$ cat config.mk
export PLATFORM = sky130hd
export DESIGN_NAME = rf_write_arbiter
export DESIGN_NICKNAME = d
export VERILOG_FILES = /design/src/rtl/rf_pkg.sv /design/src/rtl/rr_arb2.sv /design/src/rtl/rf_write_arbiter.sv
export SDC_FILE = /design/constraint.sdc
export NUM_CORES = 1
export LEC_CHECK = 0
export ABC_AREA = 1
export BUFFER_PORTS_ARGS = -buffer_cell sky130_fd_sc_hd__buf_2
export CORE_ASPECT_RATIO = 1.5
export CORE_MARGIN = 2
export CORE_UTILIZATION = 30
export CTS_CLUSTER_DIAMETER = 30
export CTS_CLUSTER_SIZE = 16
export DETAILED_ROUTE_END_ITERATION = 16
export PLACE_DENSITY_LB_ADDON = 0.12
export SLEW_MARGIN = 30
export SYNTH_ARGS = -nofsm -noshare
export SYNTH_HDL_FRONTEND = slang
export SYNTH_SLANG_ARGS = --single-unit
$ cat constraint.sdc
create_clock -name clk -period 6.2 [get_ports clk]
set_clock_uncertainty 0.2 [all_clocks]
set_input_delay 0.62 -clock clk [delete_from_list [all_inputs] [get_ports clk]]
set_output_delay 0.62 -clock clk [all_outputs]
set_load 0.02 [all_outputs]
$ cat src/rtl/rf_pkg.sv
// Shared constants for the register-file write path: default widths,
// one-hot grant encodings and the hard-wired zero register number.
package rf_pkg;

  localparam int AW_DEF = 5;
  localparam int DW_DEF = 32;

  localparam logic [1:0] GNT_NONE = 2'b00;
  localparam logic [1:0] GNT_0    = 2'b01;
  localparam logic [1:0] GNT_1    = 2'b10;

  localparam int REG_ZERO = 0;

endpackage

$ cat src/rtl/rr_arb2.sv
// Two-way round-robin arbiter; grant is combinational from req and the stored
// last-granted index, which updates on the edge when advance is high.
module rr_arb2
  import rf_pkg::*;
(
  input  logic       clk,
  input  logic       reset,
  input  logic [1:0] req,
  input  logic       advance,
  output logic [1:0] gnt
);

  logic last;

  always_comb begin
    gnt = GNT_NONE;
    case (req)
      2'b01:   gnt = GNT_0;
      2'b10:   gnt = GNT_1;
      2'b11:   gnt = last ? GNT_0 : GNT_1;
      default: gnt = GNT_NONE;
    endcase
  end

  // last resets to 1 so requester 0 wins the first contention
  always_ff @(posedge clk or posedge reset) begin
    if (reset) begin
      last <= 1'b1;
    end else if (advance && (gnt != GNT_NONE)) begin
      last <= gnt[1];
    end
  end

endmodule

$ cat src/rtl/rf_write_arbiter.sv
// Shares the rf write port between two writeback requesters through one-entry
// holding buffers, granting one buffered write per cycle in round-robin order.
module rf_write_arbiter
  import rf_pkg::*;
#(
  parameter int DW        = DW_DEF,
  parameter int AW        = AW_DEF,
  parameter int ZERO_DROP = 1,
  parameter int CW        = 16
) (
  input  logic          clk,
  input  logic          reset,
  input  logic          req0_valid,
  output logic          req0_ready,
  input  logic [AW-1:0] req0_wn,
  input  logic [DW-1:0] req0_wd,
  input  logic          req1_valid,
  output logic          req1_ready,
  input  logic [AW-1:0] req1_wn,
  input  logic [DW-1:0] req1_wd,
  output logic          rf_w,
  output logic [AW-1:0] rf_wn,
  output logic [DW-1:0] rf_wd,
  output logic [1:0]    grant,
  output logic [CW-1:0] conflicts
);

  logic [1:0]    buf_v;
  logic [AW-1:0] buf_wn [2];
  logic [DW-1:0] buf_wd [2];

  rr_arb2 u_arb (
    .clk     (clk),
    .reset   (reset),
    .req     (buf_v),
    .advance (grant != GNT_NONE),
    .gnt     (grant)
  );

  always_comb begin
    rf_wn = '0;
    rf_wd = '0;
    if (grant[0]) begin
      rf_wn = buf_wn[0];
      rf_wd = buf_wd[0];
    end else if (grant[1]) begin
      rf_wn = buf_wn[1];
      rf_wd = buf_wd[1];
    end
  end

  // A write to register 0 still consumes its grant; it just never reaches the rf.
  assign rf_w = (grant != GNT_NONE) && !((ZERO_DROP != 0) && (rf_wn == AW'(REG_ZERO)));

  // A buffer draining this cycle can refill on the same edge.
  assign req0_ready = !buf_v[0] || grant[0];
  assign req1_ready = !buf_v[1] || grant[1];

  always_ff @(posedge clk or posedge reset) begin
    if (reset) begin
      buf_v     <= 2'b00;
      buf_wn[0] <= '0;
      buf_wn[1] <= '0;
      buf_wd[0] <= '0;
      buf_wd[1] <= '0;
    end else begin
      if (req0_valid && req0_ready) begin
        buf_v[0]  <= 1'b1;
        buf_wn[0] <= req0_wn;
        buf_wd[0] <= req0_wd;
      end else if (grant[0]) begin
        buf_v[0] <= 1'b0;
      end
      if (req1_valid && req1_ready) begin
        buf_v[1]  <= 1'b1;
        buf_wn[1] <= req1_wn;
        buf_wd[1] <= req1_wd;
      end else if (grant[1]) begin
        buf_v[1] <= 1'b0;
      end
    end
  end

  always_ff @(posedge clk or posedge reset) begin
    if (reset) begin
      conflicts <= '0;
    end else if ((&buf_v) && (conflicts != {CW{1'b1}})) begin
      conflicts <= conflicts + 1'b1;
    end
  end

endmodule

==> results of run 1 <==
-- state kept, by name, summed over array words and instances, names as in the netlist --
register	flops
buf_v	2
conflicts	16
buf_wn	10
u_arb.last	1
buf_wd	64
-- logic make-up after synthesis --
group           Yosys count  share of synthesized area
xor+xnor                  7                     0.0142
buf+inv                  76                     0.0751
mux                      35                     0.0914
simple gates            188                      0.178
compound gates           79                     0.0986
fa+ha+maj                 1                    0.00290
flops                    93                      0.540
-- worst min-delay path by stage --
stage	end	slack, ps
detailed placement	buf_wd[57]	280
finish	buf_wd[10]	120
global placement	buf_wd[55]	280
floorplan	buf_wd[55]	260
global route	buf_wd[13]	150
CTS	buf_wd[14]	140
-- layer usage --
layer  global-route usage  part of all wire  wire [um]
met5                    0                 0          0
met1                0.180              0.43       4720
met4               0.0440            0.0098        109
met2                0.261              0.52       5750
met3               0.0341             0.047        519
-- cells in the mapped netlist (all sizes together) --
master	count	share of area
buf	12	0.019
a21oi	40	0.046
nand3	9	0.012
a21boi	1	0.0017
nand4	7	0.010
clkbuf	7	0.0061
mux2	35	0.091
xnor2	7	0.014
a22o	1	0.0020
clkinv	1	0.0012
nand2	114	0.10
dfrtp	92	0.53
o22ai	8	0.012
ha	1	0.0029
nor2	58	0.053
dfstp	1	0.0061
a22oi	1	0.0017
inv	56	0.049
o21ai	28	0.035
-- area by class of cell --
type | count | share of cell area
Antenna cell | 1 | 0.000458
Clock buffer | 10 | 0.0419
Multi-Input combinational cell | 310 | 0.306
Sequential cell | 93 | 0.426
Timing Repair Buffer | 138 | 0.129
Inverter | 57 | 0.0403
Tap cell | 192 | 0.0439
Clock inverter | 6 | 0.0126
-- power groups by stage --
stage                     clock network (uW)  registers (uW)  logic [uW]
after floorplan                            0             842         636
after global placement                     0             841         930
after detailed placement                   0             846         941
final                                    562             833         933
after global routing                     606             855        1040
after CTS                                583             835         943
-- stage by stage --
step | power, uW | cell area, um^2
6_report | 2330 | 5470
5_1_grt | 2500 | 5470
4_1_cts | 2360 | 5450
3_5_place_dp | 1790 | 5150
3_3_place_gp | 1770 | 5150
2_1_floorplan | 1480 | 4310
==> reports/qor.csv, run 1 <==
metric;value;unit
status;finished clean;
areaGrowthSynthToFinish;26.8;%
cp-startpoint;u_arb.last;
antenna_found_initial;1;
syn_avg_cell_area;9.00;um^2
setup_ws;3270;ps
cts_tree;built;
synth_seq_area_share;0.540;
hold_viol;0;
rsz0062_at_grt;no;
p_int;1390;uW
core_region_area;14100;um^2
ios;136;
reg2reg_depth;6;
dp_cells;789;
maxSlewViolCount;0;
dp_hpwl;7660;um
slew_headroom;0.517;
final_cell_mix;buf_2, nand2_1, dfrtp_1;
period_needed;2930;ps
ctsLongestPathBuffers;2;
final_common_cell;buf_2;
drt-total-wl;11100;um
yosysUniqueCellTypes;30;
seq_power_share;0.358;
rows;53;
ctsHoldBuffers;0;
setup_tns;0;ps
start_util;0.307;
viasPerCell;4.46;
syn-num-nets;558;
cp.required;5380;ps
fin_cells;807;
yosysWarnings;0;
syn_inst;479;
ff2ff_setup_slack;4000;ps
critPathTopFamily;compound AO/OA/AOI/OAI gates;
die_h;151;um
seqCellArea;2330;um^2
cts_resized;0;
syn-cell-area;4310;um^2
clock_sinks;93;
crit_path_max_incr_delay;530;ps
post_cts_buffers;0;
synth_seq_cells;93;
crit_chain;inv_1 > a21boi_4 > inv_1 > o22ai_1 > buf_2;
grtUsageTotal;0.149;
netSwitchingPower;938;uW
clk_latency;330;ps
route.vias.total;3598;
hold_path_class;in2async;
timing.final.crit_share;0.473;
startpoint_type;flip-flop;
multi_input_area;1670;um^2
cap_violations;0;
worstMarginPinSlew;724;ps
layout.nets;688;
clk_transition_reported_paths;70;ps
grt_start_max_net_pins;70;
post_drt_wl_per_cell;13.8;um
crit_top_cell;inv_1;
drtPass1Iterations;4;
crit_end;rf_wd[0];
gr-total-overflow;0;
cts_root_buf;clkbuf_16;
pwr-share-clk;0.241;
dieArea;15400;um^2
swShare;0.403;
endpoint_kind;output port;
regToRegStartpoint;u_arb.last;
drive_above_1_share;0.321;
drtIter0Drc;129;
final_util;0.389;
critical_path_class;reg2out;
critPathMaxFanout;17;
grt_pass1_wl;17900;um
clock.fmax;341;MHz
finalSetupViolations;0;
fillers;1505;
htree_levels;3;
cpMaxStageDelayCell;dfstp_2;
cp_num_buf_inv;3;
drc;0;
cts_buffers;9;
leakagePower;0.00278;uW
worstPathArrival;2110;ps
r2r-end;buf_wn[2];
p_comb_frac;0.401;
post-place-ws;3220;ps
peakVddDrop;0.153;mV
power_density;426;nW/um^2
whs;122;ps
finalWeightedCongestion;0.822;
port_buffers;135;
fp.dieW;102;um
grt_pass1_vias;3598;
postRouteAntennaNets;0;
cp.depth;5;
(Power assumes the default switching activity.)
==> inputs of run 2 (changes only) <==
==> constraint.sdc (replaced) <==
create_clock -name clk -period 2.8 [get_ports clk]
set_clock_uncertainty 0.2 [all_clocks]
set_input_delay 0.28 -clock clk [delete_from_list [all_inputs] [get_ports clk]]
set_output_delay 0.28 -clock clk [all_outputs]
set_load 0.02 [all_outputs]
==> run 2 against run 1 <==
  * Sequential share of layout area decreased by 4.6 points
  * Via count increased by 6.7%
  * Power increased by 120%
  * Count of clock-buffer cells in the layout unchanged
  * Critical path type unchanged
  * Largest power group unchanged
==> reports/qor.csv, run 2 (synthesis gave the netlist of run 1 again) <==
metric;value;unit;change
core_region_area;14100;um^2;unchanged
final_cell_mix;buf_2, nand2_1, dfrtp_1;;
postRouteAntennaNets;0;;unchanged
drtPass1Iterations;4;;unchanged
cap_violations;0;;unchanged
setup_tns;0;ps;unchanged
finalWeightedCongestion;0.825;;+0.35%
startpoint_type;flip-flop;;
layout.nets;756;;+9.9%
grt_pass1_wl;18400;um;+3.1%
cts_resized;0;;unchanged
reg2reg_depth;8;;+2
clk_transition_reported_paths;70;ps;about the same
hold_path_class;in2reg;;
finalSetupViolations;0;;unchanged
drive_above_1_share;0.295;;-0.0257
power_density;844;nW/um^2;+98%
die_h;151;um;unchanged
timing.final.crit_share;0.884;;
placed_cell_area;5230;um^2;+1.4%
gr-total-overflow;0;;unchanged
leakagePower;0.00306;uW;+9.9%
post_drt_wl_per_cell;13.4;um;-2.6%
cts_tree;built;;
clock.fmax;404;MHz;
reg_top3;buf_wd x64, conflicts x16, buf_wn x10;;
dieArea;15400;um^2;unchanged
cts_root_buf;clkbuf_16;;
drt-total-wl;11700;um;+5.3%
r2r-end;conflicts[15];;
worstPathArrival;1990;ps;-120 ps
regToRegStartpoint;conflicts[0];;
route.vias.total;3839;;+6.7%
critical_path_class;reg2out;;
cp.required;2320;ps;-3060 ps
post_cts_buffers;0;;unchanged
peakVddDrop;0.403;mV;+160%
hold_end;buf_wd[39];;
endpoint_kind;output port;;
port_buffers;135;;unchanged
rows;53;;unchanged
viasPerCell;4.40;;-1.4%
min_path_cells;3;;
period_needed;2470;ps;
dp_hpwl;8050;um;+5.1%
start_util;0.307;;unchanged
final_util;0.436;;+0.0472
cts_buffers;9;;unchanged
final_common_cell;buf_2;;
largest-register;buf_wd;;
critPathMaxFanout;14;;-3
drc;0;;unchanged
status;finished clean;;
grt_pass1_vias;3867;;+7.5%
maxSlewViolCount;0;;unchanged
grt_start_max_net_pins;94;;+34%
hold_viol;0;;unchanged
htree_levels;3;;unchanged
ctsLongestPathBuffers;2;;unchanged
clock_sinks;93;;unchanged
grtUsageTotal;0.155;;+0.00639
final_area;6130;um^2;+12%
whs;2.89;ps;-119 ps
worstMarginPinSlew;545;ps;-179 ps
ios;136;;unchanged
largest_reg_flops;64;;unchanged
ff2ff_setup_slack;700;ps;-3300 ps
diodes;0;;-1
drtIter0Drc;106;;-18%
fp.dieW;102;um;unchanged
worstHoldStart;req0_wd[7];;
slew_headroom;0.637;;+0.119
clk_latency;330;ps;about the same
antenna_found_initial;0;;-1
rsz0062_at_grt;no;;
areaGrowthSynthToFinish;42.2;%;
-- run 2: cell types whose count changed in the layout (fill, tap and decap cells not counted), sizes merged --
| cell | change |
|---|---|
| dlygate4sd3 | +63 |
| buf | +5 |
| inv | -4 |
| clkinv | +2 |
| clkinvlp | +2 |
| bufinv | -1 |
| diode | -1 |
-- run 2: area by class of cell --
cell class,instances,area (um^2)
inverters,57,221
clock buffers,10,239
well taps,192,240
fillers,1435,7930
clock inverters,5,37.5
flip-flops and latches,93,2330
repair buffers,206,1390
multi-input cells,310,1670
-- run 2: per-layer routing --
metal	global-route usage	routed length, um	up-vias
met5	0	0	-
met1	0.182	4910	1802
met4	0.0627	328	0
li1	-	-	1923
met3	0.0351	405	24
met2	0.271	6050	90
-- run 2: through the flow --
stage | total power (uW) | std cells | setup WS (ps)
after global placement | 4000 | 795 | 714
final | 5180 | 873 | 325
after detailed placement | 4030 | 795 | 661
after floorplan | 3270 | 479 | 691
after CTS | 5270 | 872 | 290
after global routing | 5540 | 873 | 159
-- run 2: how the worst max path moves through the flow --
stage / startpoint / endpoint / depth (start not counted)
final: u_arb.last / rf_wd[6] / 5
after global routing: u_arb.last / rf_wd[3] / 5
after CTS: u_arb.last / rf_wd[6] / 5
after detailed placement: u_arb.last / rf_wd[6] / 5
after global placement: u_arb.last / rf_wd[3] / 5
after floorplan: buf_v[0] / rf_wd[29] / 6
-- run 2: power by group --
| part | total (uW) | switching [uW] | leakage, uW | internal [uW] |
|---|---|---|---|---|
| Clock | 1150 | 526 | 0.000131 | 623 |
| Sequential | 1850 | 168 | 0.00109 | 1680 |
| Combinational | 2180 | 1390 | 0.00184 | 791 |
-- run 2: what timing repair did --
item,4_1_cts,5_1_grt
setup endpoints to repair,0,0
hold buffers,62,1
endpoints found under the hold margin,153,1
-- run 2: worst max-delay path: stages (launching register included) --
cell and delay [ps]:
dfstp_2 530, inv_1 80, a21boi_4 400, inv_1 280
o22ai_1 180, buf_2 190
